`src/rtl/fact_host_pkg.sv`:
```
// Shared constants and state type for the factorial bus-master sequencer.
package fact_host_pkg;

    localparam logic [1:0] FACT_ADDR_N    = 2'd0;
    localparam logic [1:0] FACT_ADDR_GO   = 2'd1;
    localparam logic [1:0] FACT_ADDR_STAT = 2'd2;
    localparam logic [1:0] FACT_ADDR_RES  = 2'd3;

    localparam int FACT_STAT_DONE = 0;
    localparam int FACT_STAT_ERR  = 1;

    typedef enum logic [2:0] {
        ST_IDLE,
        ST_WR_N,
        ST_WR_GO,
        ST_POLL,
        ST_RD_RES,
        ST_RESP
    } fact_state_e;

endpackage

```
`src/rtl/fact_poll_timer.sv`:
```
// Clear/increment poll counter that saturates at LIMIT and flags when it gets there.
module fact_poll_timer #(
    parameter int unsigned LIMIT = 1024
) (
    input  logic clk,
    input  logic Rst,
    input  logic i_clr,
    input  logic i_inc,
    output logic o_limit
);

    localparam int unsigned W = $clog2(LIMIT + 1);

    logic [W-1:0] r_cnt;

    always_ff @(posedge clk or negedge Rst) begin
        if (!Rst) begin
            r_cnt <= '0;
        end else if (i_clr) begin
            r_cnt <= '0;
        end else if (i_inc && !o_limit) begin
            r_cnt <= r_cnt + W'(1);
        end
    end

    assign o_limit = (r_cnt == W'(LIMIT));

endmodule

```
`src/rtl/fact_host.sv`:
```
// Sequencer that writes n and Go to the factorial peripheral, polls status and returns the result.
// Optional poll timeout is enabled with the FACT_HOST_TIMEOUT_EN macro.
module fact_host
    import fact_host_pkg::*;
#(
    parameter int unsigned POLL_LIMIT = 1024
) (
    input  logic        clk,
    input  logic        Rst,
    input  logic        req_valid,
    output logic        req_ready,
    input  logic [3:0]  req_n,
    output logic        rsp_valid,
    input  logic        rsp_ready,
    output logic [31:0] rsp_result,
    output logic        rsp_err,
    output logic        rsp_timeout,
    output logic [1:0]  A,
    output logic        WE,
    output logic [3:0]  WD,
    input  logic [31:0] RD,
    output fact_state_e o_state
);

    fact_state_e r_state;
    fact_state_e w_next;
    logic [3:0]  r_n;
    logic [31:0] r_result;
    logic        r_err;
    logic        w_done;
    logic        w_stat_err;
    logic        w_limit;

    assign w_done     = RD[FACT_STAT_DONE];
    assign w_stat_err = RD[FACT_STAT_ERR];

`ifdef FACT_HOST_TIMEOUT_EN
    logic r_timeout;

    fact_poll_timer #(.LIMIT(POLL_LIMIT)) u_timer (
        .clk     (clk),
        .Rst     (Rst),
        .i_clr   (r_state == ST_WR_GO),
        .i_inc   ((r_state == ST_POLL) && !w_done && !w_stat_err),
        .o_limit (w_limit)
    );

    // Re-evaluated every POLL cycle, so it is already 0 when leaving POLL on done or error.
    always_ff @(posedge clk or negedge Rst) begin
        if (!Rst) begin
            r_timeout <= 1'b0;
        end else if (r_state == ST_POLL) begin
            r_timeout <= !w_stat_err && !w_done && w_limit;
        end
    end

    assign rsp_timeout = r_timeout;
`else
    assign w_limit     = 1'b0;
    assign rsp_timeout = 1'b0;
`endif

    always_ff @(posedge clk or negedge Rst) begin
        if (!Rst) begin
            r_state <= ST_IDLE;
        end else begin
            r_state <= w_next;
        end
    end

    always_comb begin
        w_next = r_state;
        A      = FACT_ADDR_N;
        WE     = 1'b0;
        WD     = 4'd0;
        case (r_state)
            ST_IDLE: begin
                if (req_valid) w_next = ST_WR_N;
            end
            ST_WR_N: begin
                WE     = 1'b1;
                WD     = r_n;
                w_next = ST_WR_GO;
            end
            ST_WR_GO: begin
                A      = FACT_ADDR_GO;
                WE     = 1'b1;
                WD     = 4'b0001;
                w_next = ST_POLL;
            end
            ST_POLL: begin
                A = FACT_ADDR_STAT;
                // Error beats done, and both beat the timeout.
                if (w_stat_err)   w_next = ST_RESP;
                else if (w_done)  w_next = ST_RD_RES;
                else if (w_limit) w_next = ST_RESP;
            end
            ST_RD_RES: begin
                A      = FACT_ADDR_RES;
                w_next = ST_RESP;
            end
            ST_RESP: begin
                if (rsp_ready) w_next = ST_IDLE;
            end
            default: w_next = ST_IDLE;
        endcase
    end

    always_ff @(posedge clk or negedge Rst) begin
        if (!Rst) begin
            r_n      <= 4'd0;
            r_result <= 32'd0;
            r_err    <= 1'b0;
        end else begin
            case (r_state)
                ST_IDLE: begin
                    if (req_valid) r_n <= req_n;
                end
                ST_POLL: begin
                    if (w_stat_err || (!w_done && w_limit)) begin
                        r_result <= 32'd0;
                        r_err    <= 1'b1;
                    end
                end
                ST_RD_RES: begin
                    r_result <= RD;
                    r_err    <= 1'b0;
                end
                default: ;
            endcase
        end
    end

    assign req_ready  = (r_state == ST_IDLE);
    assign rsp_valid  = (r_state == ST_RESP);
    assign rsp_result = r_result;
    assign rsp_err    = r_err;
    assign o_state    = r_state;

endmodule
```
`config.mk`:
```
export PLATFORM = sky130hd
export DESIGN_NAME = fact_host
export DESIGN_NICKNAME = d
export VERILOG_FILES = /design/src/rtl/fact_host_pkg.sv /design/src/rtl/fact_poll_timer.sv /design/src/rtl/fact_host.sv
export SDC_FILE = /design/constraint.sdc
export NUM_CORES = 1
export LEC_CHECK = 0
export BUFFER_PORTS_ARGS = -buffer_cell sky130_fd_sc_hd__buf_4
export CAP_MARGIN = 25
export CORE_ASPECT_RATIO = 0.8
export CORE_UTILIZATION = 45
export DETAILED_ROUTE_END_ITERATION = 6
export PLACE_DENSITY_LB_ADDON = 0.25
export SYNTH_ARGS = -nofsm -noshare
export SYNTH_HDL_FRONTEND = slang
export SYNTH_SLANG_ARGS = --single-unit
```
`constraint.sdc`:
```
create_clock -name clk -period 3.37 [get_ports clk]
set_input_delay 1.011 -clock clk [delete_from_list [all_inputs] [get_ports clk]]
set_output_delay 1.011 -clock clk [all_outputs]
set_load 0.01 [all_outputs]
```
==> metrics <==
run status finished clean; static power due to leakage 0.00137 uW; RD Place Congestion 0.769; count of instances resized after the clock tree is built 0; total setup buffers inserted after CTS 0; top post-synthesis cells by count sky130_fd_sc_hd__nand3_1, sky130_fd_sc_hd__dfrtp_1, sky130_fd_sc_hd__nand2_1; final-report hold violation count 0; share of cells above drive strength 1 32.9%; RSZ-0062 raised after global routing false; fraction of synthesis flops using an asynchronous set or reset pin 100%; number of sinks driven by the clock tree 40; kind of end point of the critical path output port; area used by multi-input combinational logic 840 um^2; mean routed wirelength per cell 13.5 um; most instantiated library cell after synthesis sky130_fd_sc_hd__nand3_1; number of enable flip-flop cells after synthesis 0; #FFs+latches synth 40; Clk Latency, worst-skew pair 0.29 ns; clock share of power 17.0%; number of port buffers 84; Combinational Power Share 47.8%; initial antenna violation count 0; global-route usage over all layers 22.4%; class of the tightest hold or removal check flop to flop; TNS Setup 0 ns; Finish-stage setup viols 0; Critical path origin o_state[1]$_DFFE_PN0P_; Arr. time, crit path 1.47 ns; wire length of the first global-routing pass 7560 um; Die Area 4580 um^2; Layout area overhead 39.7%; CTS tree built; gr ovfl total 0; number of cells produced by synthesis 229; synthesis warning total 0; sum of buffers and inverters on the critical path 1; worst IR drop on VDD 0.548 mV; number of vias after detailed routing 1,895; total iterations of the first detailed-routing run 4; detailed-route vias per instance 5.28; number of clock buffers inserted by TritonCTS 5; post-synthesis sequential area ratio 51.5%; maximum net fanout on the critical path 16; maximum number of pins on one net before global-route repair 49; final routed DRC violation total 0; time the final worst path needs with I/O delays and setup 2.48 ns; critical register-to-register path endpoint r_n[2]$_DFFE_PN0P_; fraction of power spent switching nets 40.8%; sequential power share 35.3%; share of the clock period used by the worst path after layout 73.7%; delay contributed by the slowest stage of the critical path 0.55 ns; power per standard cell area 932 nW/um^2; switching power of the nets 1030 uW; storage element area 1000 um^2; cell-by-cell trace of the critical path nand2b_1, nor3b_1, buf_4; CTS clk-pin slew, worst paths 0.07 ns; number of buffers between clock root and the deepest sink 2; Int Pwr 1500 uW; share of Yosys cell area claimed by the top area cell type 51.5%; Levels on crit path 3; fill cell total of the finished layout 333; H-tree depth reported by CTS 2; maximum achievable frequency 0.402 GHz; count of distinct cell types in the synthesized netlist 27; critical path launch point type flop; die extent in y 60.8 um; CTS hold repair buffers 0; family with the most delay on the worst path flip-flops; remaining antenna violation count 0; count of antenna diodes in the layout 0; DR iter-0 viols 79; count of maximum capacitance violations 0; area of the mapped netlist 1940 um^2; largest area contributor in the netlist sky130_fd_sc_hd__dfrtp_1; clk root buf sky130_fd_sc_hd__clkbuf_8; x dimension of the die 75.4 um; setup slack, reg-to-reg 1.48 ns; depth of the worst register-to-register path 4; leading register cell type out of synthesis sky130_fd_sc_hd__dfrtp_1; required time at the worst-slack endpoint 2.36 ns; number of global-route vias before repair 1,624; Starting Density 49.1%; core area 3950 um^2; critical path start-end classification flop to output port; slowest cell on the critical path sky130_fd_sc_hd__dfrtp_1; endpoint of the worst setup timing path WD[3]; syn_nets 269; end-of-flow core utilization 68.6%; post-detailed-routing wire length 4830 um; top area cells in the synthesized netlist sky130_fd_sc_hd__dfrtp_1, sky130_fd_sc_hd__nand3_1, sky130_fd_sc_hd__nand2_1; mean post-synth cell area 8.48 um^2; Max Transition Viols Final 0; Critical R2R Launch o_state[1]$_DFFE_PN0P_; number of nets in the layout 343; boundary pin count 86; post-detail-place hpwl 3200 um; Core Rows 20; skew final 0.00510 ns
worst min-delay path by stage:
| stage | from | to | cells past startpoint |
|---|---|---|---|
| 6_report | r_n[1]$_DFFE_PN0P_ | r_n[1]$_DFFE_PN0P_ | 1 |
| 5_1_grt | r_n[1]$_DFFE_PN0P_ | r_n[1]$_DFFE_PN0P_ | 1 |
| 4_1_cts | r_n[1]$_DFFE_PN0P_ | r_n[1]$_DFFE_PN0P_ | 1 |
| 3_5_place_dp | r_n[1]$_DFFE_PN0P_ | r_n[1]$_DFFE_PN0P_ | 1 |
| 3_3_place_gp | r_n[2]$_DFFE_PN0P_ | r_n[2]$_DFFE_PN0P_ | 1 |
| 2_1_floorplan | r_n[1]$_DFFE_PN0P_ | r_n[1]$_DFFE_PN0P_ | 1 |
metrics by stage:
stage	power (uW)	worst slack, ns	hold slack, ns	std cells	cell area (um^2)
final	2530	0.885	0.486	359	2710
after global placement	2090	1.22	0.464	351	2590
after CTS	2540	0.888	0.488	359	2710
after global routing	2720	0.800	0.507	359	2710
after detailed placement	2120	1.21	0.472	351	2590
after floorplan	1560	1.20	0.449	229	1940
cells in the final DEF (no fill, tap or decap), types with 2 or more instances in the layout:
cell,instances
sky130_fd_sc_hd__nand3_1,91
sky130_fd_sc_hd__buf_4,89
sky130_fd_sc_hd__dfrtp_1,39
sky130_fd_sc_hd__nand2_1,35
sky130_fd_sc_hd__nor2_1,7
sky130_fd_sc_hd__clkbuf_8,7
sky130_fd_sc_hd__o21ai_0,5
sky130_fd_sc_hd__a21oi_1,4
sky130_fd_sc_hd__mux2_1,4
sky130_fd_sc_hd__nand2b_1,3
sky130_fd_sc_hd__nor3b_1,3
sky130_fd_sc_hd__inv_1,2
registers in the layout, indices dropped and copies added, names as in the netlist:
signal and cells:
rsp_result 32, rsp_err 1, o_state 3, r_n 4
power groups by stage:
stage,Combinational (uW),Sequential (uW),Clock [uW]
5_1_grt,1340,924,458
3_3_place_gp,1200,889,0
6_report,1210,891,429
2_1_floorplan,630,931,0
4_1_cts,1220,889,433
3_5_place_dp,1220,896,0
kinds of logic (layout without fill, tap and decap cells):
group | Yosys count | in the layout | share of synthesized area, %
mux | 5 | 5 | 2.83
flops | 40 | 40 | 51.5
compound gates | 14 | 14 | 4.12
simple gates | 144 | 144 | 35.3
buf+inv | 24 | 99 | 5.54
xor+xnor | 1 | 1 | 0.451
other cells | 1 | 1 | 0.193
worst register-to-register path, stage by stage, from the launching register on:
cell	delay, ns
sky130_fd_sc_hd__dfrtp_1	0.55
sky130_fd_sc_hd__nor2_2	0.17
sky130_fd_sc_hd__buf_4	0.36
sky130_fd_sc_hd__and3_1	0.34
sky130_fd_sc_hd__mux2_1	0.35
final cells by class:
cell class,instances,area share (%)
Timing Repair Buffer,89,24.6
Clock inverter,1,1.11
Clock buffer,7,3.55
Inverter,2,0.277
Tap cell,55,2.54
Multi-Input combinational cell,165,31.0
Sequential cell,40,36.9
per-layer routing:
metal / vias to the layer above / track usage (%) / routed length (um)
met5: - / 0 / 0
met4: 0 / 5.56 / 14
met3: 2 / 7.48 / 366
met2: 64 / 36.9 / 2180
met1: 896 / 28.9 / 2270
li1: 933 / - / -
Power figures use the tool's default switching activity.
